===== src/rtl/button_toggle_bank.sv =====
// Multi-channel debounced push-button controller with toggle/momentary LED drive.
// Optional long-press detection is compiled in with `define BTN_LONG_PRESS_EN.

module button_toggle_chan #(
  parameter int DEBOUNCE_CYCLES = 1000000,
  parameter int LONG_CYCLES     = 100000000
) (
  input  logic clk,
  input  logic rst_n,
  input  logic btn,
  input  logic mode,
  output logic led,
  output logic press_pulse,
  output logic release_pulse,
  output logic long_pulse
);
  localparam int            CW       = $clog2(DEBOUNCE_CYCLES + 1);
  localparam logic [CW-1:0] CNT_LAST = CW'(DEBOUNCE_CYCLES - 1);

  if (DEBOUNCE_CYCLES < 2 || LONG_CYCLES < 2) begin : g_param_chk
    $error("button_toggle_chan: DEBOUNCE_CYCLES and LONG_CYCLES must be >= 2");
  end

  logic          s1, s2, stb, stb_d;
  logic [CW-1:0] cnt;
  logic          long_hit;

  // cnt is cleared on accept, so it can never pass CNT_LAST
  always_ff @(posedge clk or negedge rst_n) begin
    if (!rst_n) begin
      s1  <= 1'b0;
      s2  <= 1'b0;
      stb <= 1'b0;
      cnt <= '0;
    end else begin
      s1 <= btn;
      s2 <= s1;
      if (s2 == stb) begin
        cnt <= '0;
      end else if (cnt == CNT_LAST) begin
        stb <= s2;
        cnt <= '0;
      end else begin
        cnt <= cnt + 1'b1;
      end
    end
  end

  always_ff @(posedge clk or negedge rst_n) begin
    if (!rst_n) begin
      stb_d         <= 1'b0;
      press_pulse   <= 1'b0;
      release_pulse <= 1'b0;
      led           <= 1'b0;
    end else begin
      stb_d         <= stb;
      press_pulse   <= stb & ~stb_d;
      release_pulse <= ~stb & stb_d;
      if (mode)
        led <= stb;
      else if (long_hit)
        led <= 1'b0;
      else if (stb & ~stb_d)
        led <= ~led;
    end
  end

`ifdef BTN_LONG_PRESS_EN
  localparam int            LW        = $clog2(LONG_CYCLES + 1);
  localparam logic [LW-1:0] LONG_MAX  = LW'(LONG_CYCLES);
  localparam logic [LW-1:0] LONG_LAST = LW'(LONG_CYCLES - 1);

  logic [LW-1:0] lcnt;

  // Counter parks at LONG_MAX so the strobe fires only once per press
  assign long_hit = stb && (lcnt == LONG_LAST);

  always_ff @(posedge clk or negedge rst_n) begin
    if (!rst_n) begin
      lcnt       <= '0;
      long_pulse <= 1'b0;
    end else begin
      long_pulse <= long_hit;
      if (!stb)
        lcnt <= '0;
      else if (lcnt != LONG_MAX)
        lcnt <= lcnt + 1'b1;
    end
  end
`else
  assign long_hit   = 1'b0;
  assign long_pulse = 1'b0;
`endif

endmodule

module button_toggle_bank #(
  parameter int N_CH            = 4,
  parameter int DEBOUNCE_CYCLES = 1000000,
  parameter int LONG_CYCLES     = 100000000
) (
  input  logic            clk,
  input  logic            rst_n,
  input  logic [N_CH-1:0] btn,
  input  logic [N_CH-1:0] mode,
  output logic [N_CH-1:0] led,
  output logic [N_CH-1:0] press_pulse,
  output logic [N_CH-1:0] release_pulse,
  output logic [N_CH-1:0] long_pulse
);
  if (N_CH < 1) begin : g_param_chk
    $error("button_toggle_bank: N_CH must be >= 1");
  end

  for (genvar i = 0; i < N_CH; i++) begin : g_ch
    button_toggle_chan #(
      .DEBOUNCE_CYCLES(DEBOUNCE_CYCLES),
      .LONG_CYCLES    (LONG_CYCLES)
    ) u_ch (
      .clk          (clk),
      .rst_n        (rst_n),
      .btn          (btn[i]),
      .mode         (mode[i]),
      .led          (led[i]),
      .press_pulse  (press_pulse[i]),
      .release_pulse(release_pulse[i]),
      .long_pulse   (long_pulse[i])
    );
  end

endmodule


===== config.mk =====
export PLATFORM = sky130hd
export DESIGN_NAME = button_toggle_bank
export DESIGN_NICKNAME = d
export VERILOG_FILES = /design/src/rtl/button_toggle_bank.sv
export SDC_FILE = /design/constraint.sdc
export NUM_CORES = 1
export LEC_CHECK = 0
export BUFFER_PORTS_ARGS = -buffer_cell sky130_fd_sc_hd__buf_4
export CAP_MARGIN = 20
export CORE_ASPECT_RATIO = 0.9
export CORE_UTILIZATION = 45
export CTS_BUF_LIST = sky130_fd_sc_hd__clkbuf_16
export DETAILED_ROUTE_END_ITERATION = 12
export PLACE_DENSITY_LB_ADDON = 0.12
export SLEW_MARGIN = 20
export SYNTH_ARGS = -nofsm -noshare
export SYNTH_HDL_FRONTEND = slang
export SYNTH_SLANG_ARGS = --single-unit

===== constraint.sdc =====
create_clock -name clk -period 2.2 [get_ports clk]
set_input_delay 0.44 -clock clk [delete_from_list [all_inputs] [get_ports clk]]
set_output_delay 0.44 -clock clk [all_outputs]
set_load 0.05 [all_outputs]

==> qor.yml, run 1 <==
critical_path:
  slowest_delay_ps: 540
  crit_buf_inv: 0
  crit_path_cell_trace: "and4_1, nand4_1, or4_1, a21oi_1"
  r2r_setup_slack_ps: 350
  r2r_cells: 4
  end_kind: "flop"
  crit_cells: 4
  critPathKind: "flop to flop"
  crit_fanout: 7
  required_ps: 2460
  cp_slowest_cell: "or4_1"
  r2r_end: "g_ch[0].u_ch.cnt[15]$_DFF_PN0_"
  critical_path_arrival_ps: 2110
  regToRegStartpoint: "g_ch[0].u_ch.cnt[6]$_DFF_PN0_"
  cp_top_family: "simple AND/OR/NAND/NOR gates"
  startpoint_type: "flop"
hold_path:
  worstHoldStart: "btn[1]"
  min_path_cells: 1
  hold_class: "input port to flop"
  min_to: "g_ch[1].u_ch.s1$_DFF_PN0_"
global_routing:
  antenna_found_initial: 0
  grt_first_pass_wirelength_mm: 15.9
  grt_pass1_vias: 3409
  grt_usage_pct: 17.3
  gr-total-overflow: 0
  grt_max_degree: 62
synthesis:
  synth_warnings: 0
  synth_flop_cell: "dfrtp_1"
  synthDistinctLibCells: 45
  netlist_instances: 490
  async_flop_share_pct: 100
  yosysSeqAreaShare_pct: 53.0
  synth_area_sq_um: 5100
  yosys-top-cells-area: "dfrtp_1 (53%), xnor2_1 (5.3%), nor2_1 (5.0%)"
  yosys_register_bits: 108
  yosysTopAreaCellShare_pct: 53.0
  yosys.area.top_type: "dfrtp_1"
  synth_enable_flop_cells: 0
  avgSynthCellArea_sq_um: 10.4
clock_tree:
  worstSkewPairLatency_ps: 340
  cts.path.max_buffers: 2
  htree_levels: 3
  cts_made_buffers: 9
  cts.clk_slew.worst_paths_ps: 70
  cts_tree: "done"
  cts-root-buf: "clkbuf_16"
  postCtsHoldBufs: 1
  clock_sinks: 108
  post-cts-setup-buffers: 0
  cts_resized: 0
timing:
  clock_skew_ps: 6.31
  fmax_ghz: 0.542
  layout_setup_ws_ps: 355
  hold_viol: 0
  period_share_pct: 83.9
  setup_viol: 0
  period_needed_ps: 1850
  grt_setup_unrepaired: "false"
  slew_viol_final: 0
  worst_pin_slew_ps: 590
  slew-limit-headroom_pct: 60.3
  holdWs_ps: 198
  tns_ps: 0
cells_and_area:
  design_area_sq_um: 5720
  nets: 527
  drive_gt1_share_pct: 12.2
  n_fill_cell: 994
  final_cell_mix: "dfrtp_1 (108), nor2_1 (68), xnor2_1 (31)"
  syn2layout_area_growth_pct: 12.0
  n_antenna_cell: 0
  mostFrequentLayoutCell: "dfrtp_1"
placed_design:
  place_ws_ps: 345
  io_buffers: 21
  placed_cell_area_sq_um: 5420
  hpwl_mm: 6.18
  place.gp.congestion: 0.806
routing:
  drt_iter0_drc: 179
  wl_met2_mm: 4.01
  num_vias: 3475
  viasPerCell: 5.19
  ant_nets: 0
  top_layer_used: "met4"
  route.detailed.wl_per_inst_um: 13.3
  wl_mm: 8.93
  drc: 0
  wl_met3_um: 231
  m1WireLength_mm: 4.57
  first_pass_iters: 4
pwr:
  fin_total_pwr_mw: 3.74
  powerDensity_nw_per_um2: 655
  vdd.ir_drop.worst_uv: 462
  p_leak_nw: 2.39
die:
  io_pins: 26
  core_area_sq_um: 10900
  start_util_pct: 46.6
  floorplan.rows: 36
  die-area_sq_um: 11800
  die_w_um: 114
  die_height_um: 103
job:
  cap_viol_max_count: 0
outcome:
  status: "complete, no violations"
==> per-stage QoR <==
step,instances,util (%)
2_1_floorplan,493,-
3_3_place_gp,653,49.6
3_5_place_dp,653,49.6
4_1_cts,669,52.2
5_1_grt,669,52.2
6_report,669,52.2
==> kinds of logic after synthesis <==
| logic type | after synthesis | share of synthesized area, % |
|---|---|---|
| mux | 4 | 0.883 |
| buf+inv | 43 | 4.73 |
| simple gates | 228 | 24.2 |
| xor+xnor | 58 | 9.96 |
| other cells | 1 | 0.0735 |
| flops | 108 | 53.0 |
| fa+ha+maj | 4 | 0.981 |
| compound gates | 44 | 6.25 |
==> synth_stat cells (4+ instances only) <==
cell / n
nand3_1: 26
o31ai_1: 4
nor4_1: 12
xor2_1: 27
nor2b_1: 8
and4_1: 10
nand4_1: 21
nor3_1: 14
buf_4: 16
o21ai_0: 9
dfrtp_1: 108
inv_1: 19
o311ai_0: 4
nor2_1: 68
or4_1: 7
mux2_2: 4
and2_1: 6
xnor2_1: 31
ha_1: 4
nand2_1: 29
or3_1: 10
a21oi_1: 17
==> worst max path at each step <==
stage,from,slack [ps],endpoint
final,g_ch[0].u_ch.cnt[6]$_DFF_PN0_,350,g_ch[0].u_ch.cnt[15]$_DFF_PN0_
after global routing,g_ch[0].u_ch.cnt[5]$_DFF_PN0_,190,g_ch[0].u_ch.cnt[15]$_DFF_PN0_
after CTS,g_ch[0].u_ch.cnt[6]$_DFF_PN0_,340,g_ch[0].u_ch.cnt[15]$_DFF_PN0_
after detailed placement,g_ch[0].u_ch.cnt[6]$_DFF_PN0_,340,g_ch[0].u_ch.cnt[15]$_DFF_PN0_
after global placement,g_ch[1].u_ch.cnt[0]$_DFF_PN0_,400,g_ch[1].u_ch.cnt[18]$_DFF_PN0_
after floorplan,g_ch[2].u_ch.cnt[0]$_DFF_PN0_,330,g_ch[2].u_ch.cnt[11]$_DFF_PN0_
==> per-layer routing <==
layer / track usage, % / vias to the layer above
met1: 23.2 / 1688
li1: - / 1740
met4: 5.69 / 0
met3: 4.23 / 9
met5: 0 / -
met2: 27.7 / 38
==> sequential cells by signal (all words and copies together), names as in the netlist <==
name,flops
g_ch.u_ch.cnt,80
g_ch.u_ch.led,4
g_ch.u_ch.press_pulse,4
g_ch.u_ch.release_pulse,4
g_ch.u_ch.s1,4
g_ch.u_ch.s2,4
g_ch.u_ch.stb,4
g_ch.u_ch.stb_d,4
==> where the power goes <==
group          switching [mW]  internal (mW)
Clock                   0.693          0.869
Combinational          0.0988         0.0501
Sequential             0.0237           2.01
==> cell type report <==
class / count / area [sq um] / share of cell area (%)
timing repair buffer: 33 / 300 / 5.25
clock inverter: 6 / 57.6 / 1.01
inverter: 19 / 71.3 / 1.25
sequential: 108 / 2700 / 47.3
clock buffer: 9 / 225 / 3.94
multi-input combinational: 342 / 2170 / 38.0
tap: 152 / 190 / 3.33
Note: power is estimated with default switching activity, not from simulation.
==> run 2, diff against run 1 <==
clock period = 1.62 ns   (was 2.2 ns; I/O delays follow)
==> qor.yml, run 2 (synthesized netlist as in run 1, its figures left out) <==
routing:
  first_pass_iters: 4  # unchanged
  route.detailed.wl_per_inst_um: 13.6  # +1.7%
  viasPerCell: 5.07  # -2.5%
  drc: 0  # unchanged
  num_vias: 3871  # +11%
  drt_iter0_drc: 195  # +8.9%
  ant_nets: 0  # unchanged
  wl_mm: 10.4  # +16%
cells_and_area:
  final_cell_mix: "buf_4 (114), dfrtp_1 (107), nor2_1 (55)"
  nets: 621  # +18%
  mostFrequentLayoutCell: "buf_4"
  largest_reg_flops: 80  # unchanged
  n_antenna_cell: 0  # unchanged
  syn2layout_area_growth_pct: 31.1
  regMostFlops: "g_ch.u_ch.cnt"
  drive_gt1_share_pct: 33.7  # +21 points
  final_util_pct: 61.1  # +8.9 points
  n_fill_cell: 936  # -5.8%
critical_path:
  slowest_delay_ps: 580  # +40 ps
  crit_path_cell_trace: "or4b_4, o31ai_4, buf_6, nor2_1"
  crit_fanout: 10  # +3
  critPathKind: "flop to flop"
  r2r_cells: 4  # unchanged
  required_ps: 1860  # -600 ps
  end_kind: "flop"
  startpoint_type: "flop"
  cp_slowest_cell: "or4b_4"
  critical_path_arrival_ps: 1900  # -210 ps
placed_design:
  place_ws_ps: -58.7  # -404 ps
  place.gp.congestion: 0.794  # -1.5%
  io_buffers: 21  # unchanged
  hpwl_mm: 6.99  # +13%
clock_tree:
  worstSkewPairLatency_ps: 350  # about the same
  cts-root-buf: "clkbuf_16"
  cts.clk_slew.worst_paths_ps: 70  # about the same
  cts.path.max_buffers: 2  # unchanged
  clock_sinks: 108  # unchanged
  htree_levels: 3  # unchanged
  cts_made_buffers: 9  # unchanged
  cts_tree: "done"
hold_path:
  hold_class: "input port to flop"
  min_path_cells: 1  # unchanged
global_routing:
  grt_usage_pct: 18.9  # +1.6 points
  gr-max-usage-layer: "met2"
  met3_usage_pct: 5.47  # +1.2 points
  grt_pass1_vias: 3718  # +9.1%
  gr-total-overflow: 0  # unchanged
  globalRouteMet1Util_pct: 25.2  # +2.0 points
  antenna_found_initial: 0  # unchanged
  use_met2_pct: 31.0  # +3.2 points
  grt_max_degree: 28  # -55%
  grt_first_pass_wirelength_mm: 17.4  # +9.4%
timing:
  period_needed_ps: 1660  # -181 ps
  layout_setup_ws_ps: -44.7  # -399 ps
  setup_viol: 40  # +40
  period_share_pct: 103  # +19 points
  clock_skew_ps: 4.43  # -1.88 ps
  holdWs_ps: 80.8  # -118 ps
  tns_ps: -1210  # -1210 ps
  grt_setup_unrepaired: "true"
  hold_viol: 0  # unchanged
  slew_viol_final: 0  # unchanged
  fmax_ghz: 0.601  # +11%
pwr:
  p_leak_nw: 2.90  # +21%
  vdd.ir_drop.worst_uv: 653  # +41%
  powerDensity_nw_per_um2: 749  # +14%
die:
  core_area_sq_um: 10900  # unchanged
  die_height_um: 103  # unchanged
  die_w_um: 114  # unchanged
  floorplan.rows: 36  # unchanged
  io_pins: 26  # unchanged
  die-area_sq_um: 11800  # unchanged
  start_util_pct: 46.6  # unchanged
outcome:
  violations: "negative setup slack"
  status: "complete, but fails checks"
job:
  cap_viol_max_count: 0  # unchanged
run 2: report_power, final:
part | switching (mW) | total [mW] | internal, mW
logic | 0.160 | 0.271 | 0.111
clock network | 0.958 | 1.98 | 1.02
registers | 0.0301 | 2.76 | 2.73
run 2: final cells by class:
type                    instances  area (sq um)  area share (%)
clock buffers                   9           225            3.37
clock inverters                 7          35.0           0.524
inverters                      19          71.3            1.07
multi-input cells             342          2430            36.3
flip-flops and latches        108          2700            40.4
well taps                     152           190            2.84
repair buffers                127          1030            15.5
run 2: critical path: cells and delay by family (launching register included):
family | cells | cell delay [ps]
and+or+nand+nor | 2 | 630
DFF | 1 | 420
AOI/OAI and AO/OA | 1 | 320
buffers and inverters | 1 | 190
run 2: per-stage QoR:
step | cells | total power, mW | cell area (sq um)
after floorplan | 493 | 2.92 | 5170
after global placement | 719 | 3.05 | 5960
after detailed placement | 719 | 3.05 | 5960
after CTS | 745 | 5.06 | 6350
after global routing | 764 | 5.21 | 6690
final | 764 | 5.01 | 6690
run 2: worst paths after layout:
kind	startpoint	to	slack (ps)
min reg2reg	g_ch[2].u_ch.s1$_DFF_PN0_	g_ch[2].u_ch.s2$_DFF_PN0_	350
max in group asynchronous	rst_n	g_ch[2].u_ch.cnt[9]$_DFF_PN0_	620
min	btn[3]	g_ch[3].u_ch.s1$_DFF_PN0_	80
min in group asynchronous	rst_n	g_ch[0].u_ch.cnt[15]$_DFF_PN0_	430
max	g_ch[1].u_ch.cnt[15]$_DFF_PN0_	g_ch[1].u_ch.cnt[6]$_DFF_PN0_	-40
max reg2reg	g_ch[1].u_ch.cnt[15]$_DFF_PN0_	g_ch[1].u_ch.cnt[6]$_DFF_PN0_	-40
run 2: what timing repair did:
item,4_1_cts,5_1_grt
pin swaps,10,20
buffers inserted,6,19
hold endpoints to repair,22,0
hold buffers,1,0
endpoints found under the setup margin,42,79
cloned,3,0
gates resized for setup,18,46
run 2: layer usage:
metal  share of wire (%)  vias up
met5                   0        -
met3                 2.7        7
met1                  49     1903
met2                  47       29
met4                0.84        0
li1                    -     1932
==> run 3, diff against run 2 <==
CORE_UTILIZATION = 55   (was 45)
SYNTH_HIERARCHICAL = 1   (was default)
==> qor.yml, run 3 <==
outcome:
  status: "complete, but fails checks"
  violations: "design-rule violations"
placed_design:
  hpwl_mm: 6.37  # -8.9%
  placed_cell_area_sq_um: 5630  # -5.5%
  dp_cells: 647  # -10%
  io_buffers: 21  # unchanged
  place.gp.congestion: 0.791  # -0.35%
  place_ws_ps: 7.96  # +66.7 ps
clock_tree:
  cts-root-buf: "clkbuf_16"
  cts_tree: "done"
  worstSkewPairLatency_ps: 350  # about the same
  htree_levels: 3  # unchanged
  cts_made_buffers: 9  # unchanged
  clock_sinks: 108  # unchanged
  cts.path.max_buffers: 2  # unchanged
  cts.clk_slew.worst_paths_ps: 70  # about the same
global_routing:
  grt_usage_pct: 20.9  # +2.0 points
  globalRouteMet1Util_pct: 28.2  # +2.9 points
  grt_first_pass_wirelength_mm: 16.2  # -6.7%
  grt_max_degree: 48  # +71%
  use_met2_pct: 33.4  # +2.5 points
  grt_pass1_vias: 3500  # -5.9%
  antenna_found_initial: 0  # unchanged
  gr-max-usage-layer: "met2"
  gr-total-overflow: 0  # unchanged
  met3_usage_pct: 4.58  # -0.89 points
critical_path:
  startpoint_type: "flop"
  r2r_end: "g_ch[2].u_ch/cnt[17]$_DFF_PN0_"
  crit_fanout: 8  # -2
  cp_slowest_cell: "dfrtp_1"
  required_ps: 1840  # -20 ps
  critical_path_arrival_ps: 1830  # -70 ps
  crit_buf_inv: 2  # +1
  critPathKind: "flop to flop"
  r2r_cells: 6  # +2
  regToRegStartpoint: "g_ch[2].u_ch/cnt[3]$_DFF_PN0_"
  cp_top_family: "compound AO/OA/AOI/OAI gates"
  crit_path_cell_trace: "and4_4, nand2_1, buf_4, o31ai_4, buf_6, a21oi_1"
  r2r_setup_slack_ps: 10  # +60 ps
  end_kind: "flop"
  slowest_delay_ps: 380  # -200 ps
pwr:
  pwr-share-comb_pct: 5.5  # about the same
  p_int_mw: 3.89  # +0.73%
  p_switching_mw: 1.20  # +4.5%
  seqPwrFrac_pct: 54.1  # -1.0 points
  powerDensity_nw_per_um2: 813  # +8.6%
  power_frac_clock_pct: 40.4  # +0.9 points
  p_leak_nw: 2.74  # -5.5%
  vdd.ir_drop.worst_uv: 534  # -18%
  netSwitchingFraction_pct: 23.6  # +0.66 points
job:
  cap_viol_max_count: 0  # unchanged
timing:
  holdWs_ps: 78.4  # -2.38 ps
  period_needed_ps: 1610  # -58.7 ps
  tns_ps: 0  # +1210 ps
  setup_viol: 0  # -100%
  grt_setup_unrepaired: "true"
  slew_viol_final: 0  # unchanged
  period_share_pct: 99.1  # -3.6 points
  layout_setup_ws_ps: 14.0  # +58.7 ps
  fmax_ghz: 0.623  # +3.7%
  clock_skew_ps: 5.31  # +0.877 ps
  hold_viol: 0  # unchanged
synthesis:
  yosys-top-cells-area: "dfrtp_1 (53%), xor2_1 (8.9%), nor2_1 (4.7%)"
  synth_enable_flop_cells: 0  # unchanged
  synth_area_sq_um: 5140  # +0.83%
  yosysTopAreaCellShare_pct: 52.5  # -0.44 points
  yosys.area.top_type: "dfrtp_1"
  synth_flop_cell: "dfrtp_1"
  syn-num-nets: 498
  yosysSeqAreaShare_pct: 52.5  # -0.44 points
  synthTopCellsByCount: "dfrtp_1 (108), nor2_1 (64), xor2_1 (52)"
  avgSynthCellArea_sq_um: 10.6  # +2.1%
  async_flop_share_pct: 100  # unchanged
  yosys_register_bits: 108  # unchanged
  synth_warnings: 6  # +6
  synth.most_common_cell: "dfrtp_1"
  synthDistinctLibCells: 30  # -33%
  netlist_instances: 484  # -1.2%
routing:
  viasPerCell: 5.54  # +9.3%
  route.detailed.wl_per_inst_um: 14.8  # +8.7%
  ant_nets: 0  # unchanged
  drc: 2  # +2
  wl_mm: 10.0  # -3.4%
  drt_iter0_drc: 176  # -9.7%
  first_pass_iters: 8  # +4
  num_vias: 3761  # -2.8%
hold_path:
  min_to: "g_ch[1].u_ch/s1$_DFF_PN0_"
  hold_class: "input port to flop"
  min_path_cells: 1  # unchanged
  worstHoldStart: "btn[1]"
die:
  io_pins: 26  # unchanged
  floorplan.rows: 33  # -8.3%
  die-area_sq_um: 9750  # -17%
  die_w_um: 104  # -9.0%
  start_util_pct: 56.6  # +10 points
  die_height_um: 93.8  # -9.0%
  core_area_sq_um: 9080  # -17%
cells_and_area:
  regMostFlops: "g_ch.u_ch/cnt"
  largest_reg_flops: 80  # unchanged
  drive_gt1_share_pct: 28.4  # -5.3 points
  fin_cells: 679  # -11%
  n_fill_cell: 674  # -28%
  syn2layout_area_growth_pct: 21.6
  mostFrequentLayoutCell: "dfrtp_1"
  n_antenna_cell: 0  # unchanged
  design_area_sq_um: 6260  # -6.4%
  nets: 566  # -8.9%
  final_cell_mix: "dfrtp_1 (99), buf_4 (69), nor2_1 (61)"
run 3: kinds of logic (layout without fill, tap and decap cells):
group	Yosys count	count (layout)	share of synthesized area, %
AND/OR/NAND/NOR	228	228	24.7
flip-flops	108	108	52.5
XOR/XNOR	60	60	10.2
AO/OA/AOI/OAI	40	40	6.03
buffers and inverters	36	109	4.38
adder cells (fa/ha/maj)	4	4	0.973
other	4	4	0.292
multiplexers	4	4	0.875
run 3: how the worst max path moves through the flow:
stage / from / end / depth (start not counted)
global route: g_ch[0].u_ch/cnt[10]$_DFF_PN0_ / g_ch[0].u_ch/cnt[14]$_DFF_PN0_ / 5
floorplan: g_ch[0].u_ch/cnt[16]$_DFF_PN0_ / g_ch[0].u_ch/cnt[10]$_DFF_PN0_ / 5
detailed placement: g_ch[0].u_ch/cnt[10]$_DFF_PN0_ / g_ch[0].u_ch/cnt[17]$_DFF_PN0_ / 4
CTS: g_ch[0].u_ch/cnt[10]$_DFF_PN0_ / g_ch[0].u_ch/cnt[18]$_DFF_PN0_ / 4
global placement: g_ch[2].u_ch/cnt[10]$_DFF_PN0_ / g_ch[2].u_ch/stb$_DFFE_PN0P_ / 4
finish: g_ch[2].u_ch/cnt[3]$_DFF_PN0_ / g_ch[2].u_ch/cnt[17]$_DFF_PN0_ / 6
run 3: final cells by class:
cell class	instances	area, sq um	share of cell area (%)
clock buffers	9	225	3.60
clock inverters	7	51.3	0.820
inverters	12	45.0	0.720
multi-input cells	340	2400	38.4
flip-flops and latches	108	2710	43.4
well taps	122	153	2.44
repair buffers	81	669	10.7
run 3: through the flow:
step	utilization [%]	total power, mW
4_1_cts	65.3	5.13
5_1_grt	68.9	5.29
6_report	68.9	5.09
3_5_place_dp	62.0	3.07
2_1_floorplan	-	2.93
3_3_place_gp	62.0	3.06
run 3: power groups by stage:
stage	Clock (mW)	Combinational (mW)	Sequential, mW
final	2.05	0.282	2.75
after global routing	2.22	0.319	2.75
after CTS	2.11	0.266	2.75
after detailed placement	0	0.264	2.80
after global placement	0	0.259	2.80
after floorplan	0	0.127	2.80
run 3: metal layers:
layer	vias up	wire length, um	part of all wire [%]
met5	-	0	0
met4	0	92	0.92
met3	7	353	3.5
met2	69	4830	48
met1	1863	4750	47
li1	1822	-	-
run 3: timing repair:
item,in CTS,in global routing
hold buffers,1,0
setup endpoints to repair,4,64
cloned,0,2
hold endpoints to repair,6,0
gates resized for setup,2,62
setup buffers,1,12
pin swaps,0,9
